==> src/rtl/nonrestoring_divider.sv <==
// nonrestoring_divider
//   Sequential unsigned non-restoring divider. It uses A/Q/M shift registers and a
//   down-counter, and produces one quotient bit per clock. Operands are captured on a
//   start pulse. Quotient, remainder and the divide-by-zero flag are registered, and a
//   one-cycle done pulse marks each completion.
// Ports
//   clk          rising-edge clock
//   rst_n        asynchronous active-low reset
//   start        begin a division; only sampled while idle
//   dividend_in  unsigned dividend, captured with start
//   divisor_in   unsigned divisor, captured with start
//   busy         high whenever the controller is not idle
//   done         one-cycle completion pulse
//   quotient     result, held until the next completion
//   remainder    result, held until the next completion
//   div_by_zero  set when the last completed operation had a zero divisor
module nonrestoring_divider #(
  parameter int unsigned WIDTH = 8
) (
  input  logic             clk,
  input  logic             rst_n,
  input  logic             start,
  input  logic [WIDTH-1:0] dividend_in,
  input  logic [WIDTH-1:0] divisor_in,
  output logic             busy,
  output logic             done,
  output logic [WIDTH-1:0] quotient,
  output logic [WIDTH-1:0] remainder,
  output logic             div_by_zero
);

  localparam int unsigned AW = WIDTH + 1;
  localparam int unsigned CW = $clog2(WIDTH + 1);

  typedef enum logic [1:0] {
    S_IDLE = 2'd0,
    S_ITER = 2'd1,
    S_FIX  = 2'd2,
    S_DONE = 2'd3
  } state_e;

  state_e           state_q, state_d;
  logic [AW-1:0]    a_q, a_d;
  logic [WIDTH-1:0] q_q, q_d;
  logic [AW-1:0]    m_q, m_d;
  logic [CW-1:0]    cnt_q, cnt_d;
  logic [WIDTH-1:0] quo_q, quo_d;
  logic [WIDTH-1:0] rem_q, rem_d;
  logic             dbz_q, dbz_d;
  logic             busy_q, busy_d;
  logic             done_q, done_d;

  // Datapath terms for one iteration and for the final remainder correction
  logic [AW-1:0] a_shift;
  logic [AW-1:0] a_step;
  logic [AW-1:0] a_corr;

  assign a_shift = {a_q[WIDTH-1:0], q_q[WIDTH-1]};
  // The sign of the partial remainder before the shift picks subtract or add
  assign a_step  = a_q[WIDTH] ? (a_shift + m_q) : (a_shift - m_q);
  // A negative final partial remainder is restored once by adding the divisor
  assign a_corr  = a_q[WIDTH] ? (a_q + m_q) : a_q;

  // Next-state and datapath control
  always_comb begin
    state_d = state_q;
    a_d     = a_q;
    q_d     = q_q;
    m_d     = m_q;
    cnt_d   = cnt_q;
    quo_d   = quo_q;
    rem_d   = rem_q;
    dbz_d   = dbz_q;

    unique case (state_q)
      S_IDLE: begin
        if (start) begin
          if (divisor_in != '0) begin
            a_d     = '0;
            q_d     = dividend_in;
            m_d     = {1'b0, divisor_in};
            cnt_d   = CW'(WIDTH);
            state_d = S_ITER;
          end else begin
            quo_d   = '1;
            rem_d   = dividend_in;
            dbz_d   = 1'b1;
            state_d = S_DONE;
          end
        end
      end
      S_ITER: begin
        a_d   = a_step;
        q_d   = {q_q[WIDTH-2:0], ~a_step[WIDTH]};
        cnt_d = cnt_q - CW'(1);
        if (cnt_q == CW'(1)) begin
          state_d = S_FIX;
        end
      end
      S_FIX: begin
        a_d     = a_corr;
        quo_d   = q_q;
        rem_d   = a_corr[WIDTH-1:0];
        dbz_d   = 1'b0;
        state_d = S_DONE;
      end
      S_DONE: begin
        state_d = S_IDLE;
      end
      default: begin
        state_d = S_IDLE;
      end
    endcase

    // Status outputs are registered, so they follow the state being entered
    busy_d = (state_d != S_IDLE);
    done_d = (state_d == S_DONE);
  end

  // State and output registers
  always_ff @(posedge clk or negedge rst_n) begin
    if (!rst_n) begin
      state_q <= S_IDLE;
      a_q     <= '0;
      q_q     <= '0;
      m_q     <= '0;
      cnt_q   <= '0;
      quo_q   <= '0;
      rem_q   <= '0;
      dbz_q   <= 1'b0;
      busy_q  <= 1'b0;
      done_q  <= 1'b0;
    end else begin
      state_q <= state_d;
      a_q     <= a_d;
      q_q     <= q_d;
      m_q     <= m_d;
      cnt_q   <= cnt_d;
      quo_q   <= quo_d;
      rem_q   <= rem_d;
      dbz_q   <= dbz_d;
      busy_q  <= busy_d;
      done_q  <= done_d;
    end
  end

  assign busy        = busy_q;
  assign done        = done_q;
  assign quotient    = quo_q;
  assign remainder   = rem_q;
  assign div_by_zero = dbz_q;

endmodule

==> config.mk <==
export PLATFORM = sky130hd
export DESIGN_NAME = nonrestoring_divider
export DESIGN_NICKNAME = d
export VERILOG_FILES = /design/src/rtl/nonrestoring_divider.sv
export SDC_FILE = /design/constraint.sdc
export NUM_CORES = 1
export LEC_CHECK = 0
export ABC_AREA = 1
export CAP_MARGIN = 25
export CORE_MARGIN = 8
export CORE_UTILIZATION = 51
export CTS_BUF_LIST = sky130_fd_sc_hd__clkbuf_4 sky130_fd_sc_hd__clkbuf_8 sky130_fd_sc_hd__clkbuf_16
export DETAILED_ROUTE_END_ITERATION = 6
export HOLD_SLACK_MARGIN = 0.03
export PLACE_DENSITY = 0.75
export SYNTH_ARGS = -nofsm -noshare
export SYNTH_HDL_FRONTEND = slang
export SYNTH_SLANG_ARGS = --single-unit
export TNS_END_PERCENT = 5
==> constraint.sdc <==
create_clock -name clk -period 2.2 [get_ports clk]
set_clock_uncertainty 0.15 [all_clocks]
set_input_delay 0.44 -clock clk [delete_from_list [all_inputs] [get_ports clk]]
set_output_delay 0.44 -clock clk [all_outputs]
set_load 0.05 [all_outputs]
== After elaboration in Yosys (flattened, before gate mapping) ==
Cells that the tools add are included.
Storage, ports and cells
  flip-flop bits (word level): 50
  logic and storage cells: 57
  input bits: 19
Operators by class
  reduce and logical (&&, ||, !) cells: 10
  muxes and demuxes: 24
  add/subtract/negate cells: 4
  equal/unequal tests: 8
  bitwise operators: 1
Operators with widths (number)
  two-way mux 8 bit: 6
  case mux 8 bit (2 select lines): 3
  two-way mux 9 bit: 4
  case mux 9 bit (3 select lines): 1
  adder 9 x 8 -> 9 bit: 2
  AND reduction 3 bit: 4
  subtractor 9 x 8 -> 9 bit: 1
  two-way mux 4 bit: 2
  case mux 2 bit (4 select lines): 1
  case mux 4 bit (2 select lines): 1
  nonzero test 8 bit: 1
  == test 2 bit (second input constant): 3
  two-way mux 2 bit: 3
  inequality test 2 bit (second input constant): 3
  nonzero test 2 bit: 3
  == test 4 x 1 -> 1 bit (second input constant): 1
  subtractor 4 x 1 -> 4 bit (second input constant): 1
  nonzero test 3 bit: 1
  == test 2 x 1 -> 1 bit (second input constant): 1
  logical NOT 2 bit: 1
  two-way mux 1 bit: 2
  case mux 1 bit (2 select lines): 1
  inverter 1 bit: 1

== Depth between registers and ports, before layout ==
  depth after elaboration: 5
  gate-level depth with buffers: 17
  depth with buffers taken out: 17

== Worst setup path after synthesis ==
No wires, ideal clock.
  path kind: register to register
  from: register m_q[1]
  to: register a_q[8]
  buffers on the path: 0
  period minus slack after synthesis: 2312 ps
  library setup time: 117 ps
  stages on the path, launching flop included: 17
  arrival time: 2045 ps
  setup slack: -112 ps
  cell sequence: dfrtp_1 inv_1 ha_1 inv_1 o21ai_0 inv_1 fa_1 inv_1 nand3_1 nand2_1 nand2_1 nand2_1 nand3_1 nand3_1 nand2_1 nand2_1 nand2_1
Between the ends
  cells in the longest elaborated chain, start to end: 3
  elaborated cells between the ends (all ways): 6
  those cells by class: add/sub (3); mux (3)
RTL lines
  start: declaration: line 45  | logic [AW-1:0] m_q, m_d;
  start signal: assignment: line 137  | m_q <= m_d;
  adder 9 x 8 -> 9 bit, or another cell as far along: line 62  | assign a_corr = a_q[WIDTH] ? (a_q + m_q) : a_q;
  two-way mux 9 bit, on equally long branches: line 62, 60
  case mux 9 bit (3 select lines) (*): line 75  | unique case (state_q)
  end signal: assignment: line 124  | a_q <= '0;
  end signal: assignment: line 135  | a_q <= a_d;
  end: declaration: line 43  | logic [AW-1:0] a_q, a_d;
Every way passes the cells marked *; elsewhere a longest branch is shown, timed or not.
A chain may end at the register's enable or synchronous reset.

== Worst setup path in the final report ==
  from: register m_q[0]
  to: register q_q[0]
Between the ends
  cells in the longest elaborated chain, start to end: 4
  elaborated cells between the ends (all ways): 5
  those cells by class: add/sub (2); mux (2); bitwise (1)
RTL lines
  subtractor 9 x 8 -> 9 bit or adder 9 x 8 -> 9 bit (tied branches): line 60  | assign a_step = a_q[WIDTH] ? (a_shift + m_q) : (a_shift - m_q);
  two-way mux 9 bit (*): line 60
  inverter 1 bit (*): line 94  | q_d = {q_q[WIDTH-2:0], ~a_step[WIDTH]};
  case mux 8 bit (2 select lines) (*): line 75
  end signal: assignment: line 136  | q_q <= q_d;
  end: declaration: line 44  | logic [WIDTH-1:0] q_q, q_d;
Marks and branches as above.

==> results_dict.tcl <==
set metrics [dict create \
    vias_per_cell 5.34 \
    design_area_um2 4210 \
    htree_num_levels 2 \
    grt_max_degree 51 \
    cts_tree "built" \
    max_cap_violations 0 \
    async_flop_share_pct 100 \
    yosysWarnings 0 \
    rrSetupSlack_ns -0.11 \
    status "complete, but fails checks" \
    dr_wl_met3_um 455 \
    rows 29 \
    wl_met2_mm 4.32 \
    drive_gt1_share_pct 16.4 \
    maxSlewHeadroom_pct 58.2 \
    period_share_pct 105 \
    n_antenna_cell 0 \
    r2r-end "q_q[0]" \
    setup_slack_ns -0.106 \
    synth_ff_type "dfrtp_1" \
    met1Wirelength_mm 3.78 \
    worstPathArrival_ns 2.37 \
    critPathKind "flop to flop" \
    cts.path.max_buffers 2 \
    start_util_pct 52.9 \
    synth_commonest_cells "nand2_1 (151), dfrtp_1 (50), inv_1 (48)" \
    yosysMostFrequentCell "nand2_1" \
    final_max_slew_viol_count 0 \
    critPathMaxStageDelay_ns 0.42 \
    cts-root-buf "clkbuf_8" \
    worstSetupEndpointType "flop" \
    dieArea_um2 9440 \
    synth_area_leader_cell "dfrtp_1" \
    synth_top_area_share_pct 37.2 \
    syn-cell-area_um2 3360 \
    cp_slowest_cell "dfrtp_1" \
    crit_end "q_q[0]" \
    syn_inst 462 \
    port_buffers 37 \
    reg2reg_from "m_q[0]" \
    max_freq_mhz 434 \
    irDropWorstVdd_v 0.00121 \
    cp_top_family "adder cells" \
    place_congestion 0.911 \
    dpl_cell_area_um2 4000 \
    clkTransAtPathRegs_ns 0.11 \
    routed.top_layer "met4" \
    ys_ff_latch 50 \
    fin_nets 575 \
    r2r_cells 16 \
    dp_hpwl_mm 6.72 \
    power_leakage_nw 2.17 \
    grt_pass1_vias 3297 \
    ys_seq_area_share_pct 37.2 \
    grt_usage_pct 19.0 \
    cts_sinks 50 \
    critical_path_depth 16 \
    fin_hold_ws_ns 0.0694 \
    cp_num_buf_inv 5 \
    crit_fanout 4 \
    overflow 0 \
    drtAntennaViolNets 0 \
    die_h_um 97.2 \
    grt_antenna_before_repair 0 \
    setup_viol 5 \
    clk_latency_ns 0.32 \
    synth.avg_cell_area_um2 7.27 \
    numCtsBuffers 5 \
    crit_path_start_kind "flop" \
    yosysUniqueCellTypes 39 \
    area_delta_synth_final_pct 25.3 \
    hold_buffers 0 \
    cp_data_required_time_ns 2.26 \
    core-area_um2 6350 \
    die_w_um 97.2 \
    rsz0062_at_grt "yes" \
    wl_mm 8.74 \
    drtIter0Drc 191 \
    worst-slew-pin-transition_ns 0.627 \
    via_count 3253 \
    ioPinCount 38 \
    wire_per_inst_um 14.4 \
    hold_path.class "input pin to asynchronous set/reset pin" \
    synth_nets 506 \
    path_cells "inv_1 -> ha_4 -> inv_1 -> o21ai_2 -> inv_1 -> fa_2 -> inv_2 -> nand3_2 -> nand2_2 -> nand2_1 -> nand2_1 -> inv_1 -> nand2_1 -> nand3_2 -> nand3_2 -> nand2_1" \
    route.detailed.drc 0 \
    fin_crit_ns 2.31 \
    dr.pass1.iters 5 \
    hold_viol_final 0 \
    violations "negative setup slack" \
    grt_pass1_wl_mm 15.1 \
    startpoint "m_q[0]" \
    synth_area_leaders "dfrtp_1 (37%), nand2_1 (17%), ha_1 (8.6%), nand3_1 (5.4%), inv_1 (5.4%)" \
    power_density_nw_per_um2 1800 \
    synth_edf_count 0 \
]
sequential cells by signal, summed over array words and instances (netlist names), 2 cells and up:
register and flops:
a_q 9, m_q 8, q_q 8, quotient 8, remainder 8, cnt_q 4
state_q 2
metrics by stage:
step	setup WS (ns)	cells	utilization (%)	TNS (ns)	power [mW]
floorplan	0.00666	462	-	0	4.99
global placement	-0.0525	596	63.0	-0.101	6.49
detailed placement	-0.0997	596	63.0	-0.301	6.63
CTS	-0.0416	605	65.3	-0.0890	7.35
global route	-0.252	609	66.3	-1.60	8.31
finish	-0.106	609	66.3	-0.293	7.58
power breakdown:
part	total, mW	leakage [nW]	switching, mW	internal (mW)
logic	5.32	1.50	3.14	2.17
registers	1.67	0.614	0.329	1.34
clock network	0.597	0.0502	0.361	0.237
layout by cell type, fill, tap and decap left out, types with 5 or more instances in the layout:
| master | synthesis | layout |
|---|---|---|
| clkdlybuf4s50_1 | 0 | 36 |
| a21oi_1 | 18 | 15 |
| a31oi_1 | 8 | 8 |
| nand2_1 | 151 | 146 |
| xor2_1 | 6 | 6 |
| inv_2 | 5 | 7 |
| nand3_1 | 36 | 32 |
| ha_1 | 23 | 22 |
| clkbuf_8 | 0 | 5 |
| inv_1 | 48 | 46 |
| nand2_2 | 2 | 7 |
| buf_4 | 1 | 37 |
| nor2_1 | 36 | 36 |
| o21ai_0 | 30 | 28 |
| dfrtp_1 | 50 | 49 |
how the worst min path moves through the flow:
stage / start / endpoint / slack [ns] / depth (start not counted)
2_1_floorplan: rst_n / a_q[0] / -0.006 / 0
6_report: rst_n / quotient[5] / 0.07 / 2
5_1_grt: rst_n / quotient[5] / 0.12 / 2
4_1_cts: rst_n / quotient[5] / 0.09 / 2
3_5_place_dp: quotient[2] / quotient[2] / 0.32 / 2
3_3_place_gp: quotient[0] / quotient[0] / 0.30 / 2
area by class of cell:
class                      count  area [um^2]
inverter                      56          213
fill                         555         2140
clock buffer                   5         68.8
sequential                    50         1250
clock inverter                 3         28.8
tap                           77         96.3
multi-input combinational    343         1890
timing repair buffer          75          663
cell families after synthesis:
| kind of cell | count (synthesis) | synth area share [%] |
|---|---|---|
| AOI/OAI and AO/OA | 70 | 12.2 |
| and+or+nand+nor | 241 | 30.2 |
| buffers and inverters | 69 | 8.83 |
| DFF | 50 | 37.2 |
| xor gates and xnor gates | 7 | 1.82 |
| adders and majority gates | 25 | 9.76 |
per-layer routing:
metal / up-vias / GRT usage, %
met5: - / 0
met4: 0 / 6.98
met3: 17 / 4.13
met2: 89 / 32.8
met1: 1517 / 22.4
li1: 1630 / -
timing repair:
action / 4_1_cts / 5_1_grt
pin swaps: 5 / 10
resized for setup: 12 / 10
endpoints found under the setup margin: 5 / 11
setup buffers: 1 / 4
No activity file was read; power rests on OpenSTA's default activity.
